### config.mk
export PLATFORM = sky130hd
export DESIGN_NAME = cc_reg
export DESIGN_NICKNAME = d
export VERILOG_FILES = /design/src/rtl/cc_reg.sv
export SDC_FILE = /design/constraint.sdc
export NUM_CORES = 1
export LEC_CHECK = 0
export CAP_MARGIN = 20
export CORE_AREA = 4 4 78 80
export CTS_BUF_LIST = sky130_fd_sc_hd__clkbuf_2 sky130_fd_sc_hd__clkbuf_4 sky130_fd_sc_hd__clkbuf_8
export DETAILED_ROUTE_END_ITERATION = 8
export DIE_AREA = 0 0 82 84
export GPL_ROUTABILITY_DRIVEN = 0
export PLACE_DENSITY_LB_ADDON = 0.3
export SLEW_MARGIN = 20
export SYNTH_ARGS = -nofsm -noshare
export SYNTH_HDL_FRONTEND = slang
export SYNTH_SLANG_ARGS = --single-unit
### constraint.sdc
create_clock -name clk -period 1.35 [get_ports clk]
set_input_delay 0.2025 -clock clk [delete_from_list [all_inputs] [get_ports clk]]
set_output_delay 0.2025 -clock clk [all_outputs]
set_load 0.01 [all_outputs]
### src/rtl/cc_reg.sv
// cc_reg: Y86-64 condition-code register that freezes on the first non-AOK status
module cc_reg #(
  parameter int W = 64
) (
  input  logic         clk,
  input  logic         rst,
  input  logic [3:0]   alufun,
  input  logic [W-1:0] aluA,
  input  logic [W-1:0] aluB,
  input  logic [W-1:0] valE,
  input  logic         set_cc,
  input  logic         stall,
  input  logic         stat_err,
  output logic         ZF,
  output logic         SF,
  output logic         OF,
  output logic         frozen
);
  typedef enum logic {RUN, FRZ} state_t;
  state_t state;
  logic zf_n, sf_n, of_n, we;
  always_comb begin
    zf_n = valE == '0;
    sf_n = valE[W-1];
    of_n = alufun == 4'd0 ? (aluA[W-1] == aluB[W-1]) && (valE[W-1] != aluA[W-1]) :
           alufun == 4'd1 ? (aluA[W-1] != aluB[W-1]) && (valE[W-1] != aluB[W-1]) : 1'b0;
    we   = set_cc && !stall && !stat_err && alufun <= 4'd3;
  end
  always_ff @(posedge clk) begin
    if (rst) begin
      state  <= RUN;
      ZF     <= 1'b1;
      SF     <= 1'b0;
      OF     <= 1'b0;
      frozen <= 1'b0;
    end else if (state == RUN) begin
      if (stat_err) begin
        state  <= FRZ;
        frozen <= 1'b1;
      end else if (we) begin
        ZF <= zf_n;
        SF <= sf_n;
        OF <= of_n;
      end
    end
  end
endmodule
==> results of run 1 <==
## worst max path at each step
| stage | slack [ns] | start | cells past startpoint | end |
|---|---|---|---|---|
| after floorplan | 0.13 | valE[1] | 4 | ZF |
| after global placement | -0.46 | valE[33] | 5 | ZF |
| after detailed placement | -0.47 | valE[33] | 5 | ZF |
| after CTS | 0.001 | valE[26] | 5 | ZF |
| after global routing | 0.0007 | valE[8] | 5 | ZF |
| final | 0.03 | ZF | 1 | ZF |
## worst min-delay path, cell delays in order
cell and delay [ns]:
clkbuf_2 0.09, nor4_2 0.04, nand4_1 0.09, or4_1 0.11, o21ai_1 0.05
## flip-flops by register name, indices dropped and copies added, names as in the netlist
name and flops:
OF 1, SF 1, ZF 1, frozen 1, state 1
## through the flow
stage / util (%) / power [W]
2_1_floorplan: - / 0.000186
3_3_place_gp: 23.3 / 0.000426
3_5_place_dp: 23.3 / 0.000429
4_1_cts: 24.1 / 0.000689
5_1_grt: 24.9 / 0.000726
6_report: 24.9 / 0.000687
## final cells by class
cell class,instances,area [um^2]
fill,605,4060
clock buffer,4,48.8
timing repair buffer,81,763
tap,72,90.1
sequential,5,100
multi-input combinational,39,342
inverter,1,3.75
## per-layer routing
layer	routed length, um	vias to the layer above	part of all wire (%)	GRT usage, %
met5	0	-	0	0
li1	-	357	-	-
met3	459	0	20	4.97
met1	839	309	37	6.62
met4	0	0	0	0.906
met2	975	70	43	9.92
## synth_stat cells (all sizes together)
cell	instances
xor2	1
or4	1
mux2i	2
nor3	1
nand2	2
nand4	5
o21ai	1
nor2	4
nor4b	1
nand2b	2
inv	1
a21oi	3
nor4	16
dfxtp	5
## power groups by stage
stage / Sequential (W) / Combinational, W / Clock, W
after floorplan: 0.000160 / 0.0000259 / 0
after CTS: 0.000156 / 0.000227 / 0.000305
final: 0.000156 / 0.000233 / 0.000298
after global routing: 0.000157 / 0.000249 / 0.000320
after global placement: 0.000158 / 0.000267 / 0
after detailed placement: 0.000159 / 0.000270 / 0
## logic make-up (layout without fill, tap and decap cells)
family	after synthesis	after routing
XOR/XNOR	1	1
AND/OR/NAND/NOR	32	32
buffers and inverters	1	86
AO/OA/AOI/OAI	4	4
flip-flops	5	5
multiplexers	2	2
## timing repair
action | in CTS | in global routing
endpoints found under the setup margin | 2 | 2
pin swaps | 22 | 20
gates cloned | 0 | 0
gates resized for setup | 80 | 34
==> impl_metrics.ini, run 1 <==
[routing]
drt_iter0_markers = 1
ant_nets = 0
wl_per_cell_um = 11.3
routed_wl_um = 2270
drtPass1Iterations = 2
drc = 0
dr_total_vias = 736
drt-vias-per-instance = 3.64

[critical_path]
critPathLaunchType = flop
critPathKind = flop to output port
path_buf_inv = 1
endpoint_kind = output port
arrival_ns = 1.12
path_cells = clkdlybuf4s50_1
path_delay_family = buffers and inverters
critPathMaxStageDelay_ns = 0.57
cp_slowest_cell = clkdlybuf4s50_1
r2r_end = ZF
r2r_cells = 4
worstPathRequired_ns = 1.15
r2r_setup_slack_ns = 0.41
path_max_fanout = 2
rr_startpoint = state

[global_route]
antenna_found_initial = 0
grt_max_degree = 6
grt_first_pass_wirelength_um = 3340
grt_pass1_vias = 826
overflow = 0
grt_use_total_pct = 6.27

[final_layout]
fin_cells = 202
final_cell_mix = clkdlybuf4s15_1, dlygate4sd2_1, nor4_2, clkdlybuf4s50_1
area_growth_pct = 269
nets = 332
final_common_cell = clkdlybuf4s15_1
final_cell_area_um2 = 1350
drive_gt1_share_pct = 20.8
diodes = 0

[die]
core_um2 = 5410
die_width_um = 82
start_util_pct = 6.76
rows = 27
die_area_um2 = 6890
fp.dieH_um = 84
ios = 205

[clock_network]
cts_root_buffer = clkbuf_8
numClockSinks = 5
cts.reportedPaths.clkPinSlew_ns = 0.04
postCtsSetupBuffers = 0
cts_made_buffers = 3
clk_latency_ns = 0.22
cts_hold_buf = 0
cts.path.max_buffers = 2
cts_max_level = 1
tritoncts = built

[synthesis]
synthXorXnorAreaFrac_pct = 2.40
syn-num-nets = 246
synth_top_area_share_pct = 27.4
synth_mux_area_share_pct = 5.48
netlist_area_um2 = 365
syn_inst = 45
yosysTopAreaCell = dfxtp_1
synth.avg_cell_area_um2 = 8.12
synth_top_family_by_area = simple AND/OR/NAND/NOR gates
yosys_register_bits = 5
synth-compound-area-share_pct = 5.48
synthTopCellsByArea = dfxtp_1, nor4_1, nor4_2, nand4_1, mux2i_1
yosysWarnings = 0
synthSimpleGateAreaFrac_pct = 58.2
yosys.area_share.adder_pct = 0
yosysSeqAreaShare_pct = 27.4
synth_cell_types = 15

[power]
power.leakage_nw = 0.552
p_clk_share_pct = 43.4
swShare_pct = 21.7
power_switching_w = 0.000149
peakVddDrop_v = 0.000248
p_int_w = 0.000539
power.density_nw_per_um2 = 510
power_frac_comb_pct = 33.8
pwr-share-seq_pct = 22.7

[sta]
fmax_mhz = 758
fin_ws_ns = 0.0313
min_period_over_period_pct = 97.7
relSlewSlack_pct = 83.7
rsz0062_at_grt = no
drv_slew = 0
finalCriticalPeriod_ns = 1.32
worstMarginPinSlew_ns = 0.244
hold_violations = 0
setup_violations = 0
final.setup.tns_ns = 0
holdWs_ns = 0.405
finClkSkew_ns = 0.00511

[min_path]
hold_start = valE[44]
min_path_cells = 5
hold_path_end = ZF
hold_class = input port to flop

[outcome]
status = completed

[placement]
io_buffer_count = 78
place_inst = 198
dpl-instance-area_um2 = 1260
dpl_worst_slack_ns = -0.471

[run]
maxCapViolCount = 0
(Power assumes the default switching activity.)
==> inputs of run 2 (changes only) <==
- CORE_AREA: 4 4 78 80 -> 2 2 80 82
==> run 2 against run 1 <==
Net effect:
- first-iteration DRC count rose to 7.0 times the previous value
- largest cell class unchanged
- flip-flop and latch count is the same
- critical endpoint is now ZF
- count of clock-buffer cells in the layout stayed put
==> impl_metrics.ini, run 2 (same netlist as run 1, synthesis figures left out) <==
[critical_path]
cp_slowest_cell = or4_1
path_delay_family = simple AND/OR/NAND/NOR gates
path_cells = dlygate4sd2_1 -> nor4_2 -> nand4_1 -> or4_1 -> o21ai_1
r2r_end = ZF
r2r_cells = 4
arrival_ns = 1.48
path_buf_inv = 1
critPathMaxStageDelay_ns = 0.50
critPathKind = input port to flop
worstPathRequired_ns = 1.50
path_max_fanout = 1
endpoint_kind = flop
rr_startpoint = state
r2r_setup_slack_ns = 0.45
critPathLaunchType = input port

[power]
power.density_nw_per_um2 = 504
pwr-share-seq_pct = 23.2
power_frac_comb_pct = 33.5
power.leakage_nw = 0.548
p_int_w = 0.000533
power_switching_w = 0.000143
peakVddDrop_v = 0.000263
p_clk_share_pct = 43.4
power_w = 0.000675
swShare_pct = 21.1

[clock_network]
cts_made_buffers = 3
clk_latency_ns = 0.22
tritoncts = built
cts_hold_buf = 0
numClockSinks = 5
postCtsSetupBuffers = 0
cts_root_buffer = clkbuf_8
cts.path.max_buffers = 2
cts_max_level = 1
cts.reportedPaths.clkPinSlew_ns = 0.03

[die]
core_um2 = 6100
fp.dieH_um = 84
die_width_um = 82
ios = 205
die_area_um2 = 6890
start_util_pct = 5.99
rows = 29

[sta]
fin_ws_ns = 0.0216
holdWs_ns = 0.456
hold_violations = 0
fmax_mhz = 753
relSlewSlack_pct = 84.3
finClkSkew_ns = 0.000103
min_period_over_period_pct = 98.4
worstMarginPinSlew_ns = 0.233
rsz0062_at_grt = yes
setup_violations = 0
drv_slew = 0
finalCriticalPeriod_ns = 1.33

[routing]
routed_wl_um = 2060
drt_iter0_markers = 7
wl_met3_um = 372
met2_wirelength_um = 828
drt-vias-per-instance = 3.45
drc = 0
wl_met1_um = 856
ant_nets = 0
drtPass1Iterations = 2
wl_per_cell_um = 9.89
top_layer = met3
dr_total_vias = 717

[final_layout]
final_common_cell = dlygate4sd2_1
nets = 333
n_fill_cell = 713
area_growth_pct = 267
diodes = 0
drive_gt1_share_pct = 19.8
final_cell_mix = dlygate4sd2_1, nor4_2, clkdlybuf4s50_1, clkdlybuf4s15_1
fin_cells = 208

[placement]
io_buffer_count = 78
dpl_worst_slack_ns = -0.503
place_inst = 204

[min_path]
hold_class = flop to flop
hold_start = OF
hold_path_end = OF
min_path_cells = 2

[run]
maxCapViolCount = 0

[global_route]
grt_max_degree = 6
antenna_found_initial = 0
grt_pass1_vias = 801
grt_first_pass_wirelength_um = 3440
grt_use_total_pct = 6.43
overflow = 0

[outcome]
status = completed
run 2: area by class of cell:
type | instances | area, um^2 | share of cell area [%]
repair buffers | 82 | 748 | 55.8
multi-input cells | 39 | 343 | 25.6
clock buffers | 4 | 48.8 | 3.64
well taps | 77 | 96.3 | 7.19
flip-flops and latches | 5 | 100 | 7.47
inverters | 1 | 3.75 | 0.280
run 2: routing by layer:
layer	track usage, %	vias to the layer above
li1	-	358
met1	7.70	284
met2	9.98	75
met3	4.22	0
met4	0.455	0
met5	0	-
run 2: stage by stage:
step           instance area, um^2  util, %  setup TNS [ns]
2_1_floorplan                  365        -               0
3_3_place_gp                  1270     20.9          -0.890
3_5_place_dp                  1270     20.9          -0.923
4_1_cts                       1290     21.2               0
5_1_grt                       1340     22.0         -0.0362
6_report                      1340     22.0               0
run 2: worst register-to-register path, delay by kind of cell (launching register included):
family	cells	cell delay, ns
DFF	1	0.30
and+or+nand+nor	2	0.28
AOI/OAI and AO/OA	2	0.22
run 2: worst max path at each step:
stage | from | endpoint | cells after the start
finish | valE[49] | ZF | 5
global route | valE[49] | ZF | 5
CTS | valE[56] | ZF | 5
detailed placement | valE[19] | ZF | 5
global placement | valE[19] | ZF | 5
floorplan | valE[1] | ZF | 4
run 2: power groups by stage:
stage	sequential, W	clock, W	combinational (W)
3_3_place_gp	0.000159	0	0.000271
4_1_cts	0.000156	0.000303	0.000221
2_1_floorplan	0.000160	0	0.0000259
5_1_grt	0.000157	0.000321	0.000246
3_5_place_dp	0.000159	0	0.000272
6_report	0.000156	0.000293	0.000226
run 2: what timing repair did:
item,4_1_cts,5_1_grt
pin swaps,23,10
endpoints found under the setup margin,2,4
cloned,0,0
gates resized for setup,73,11
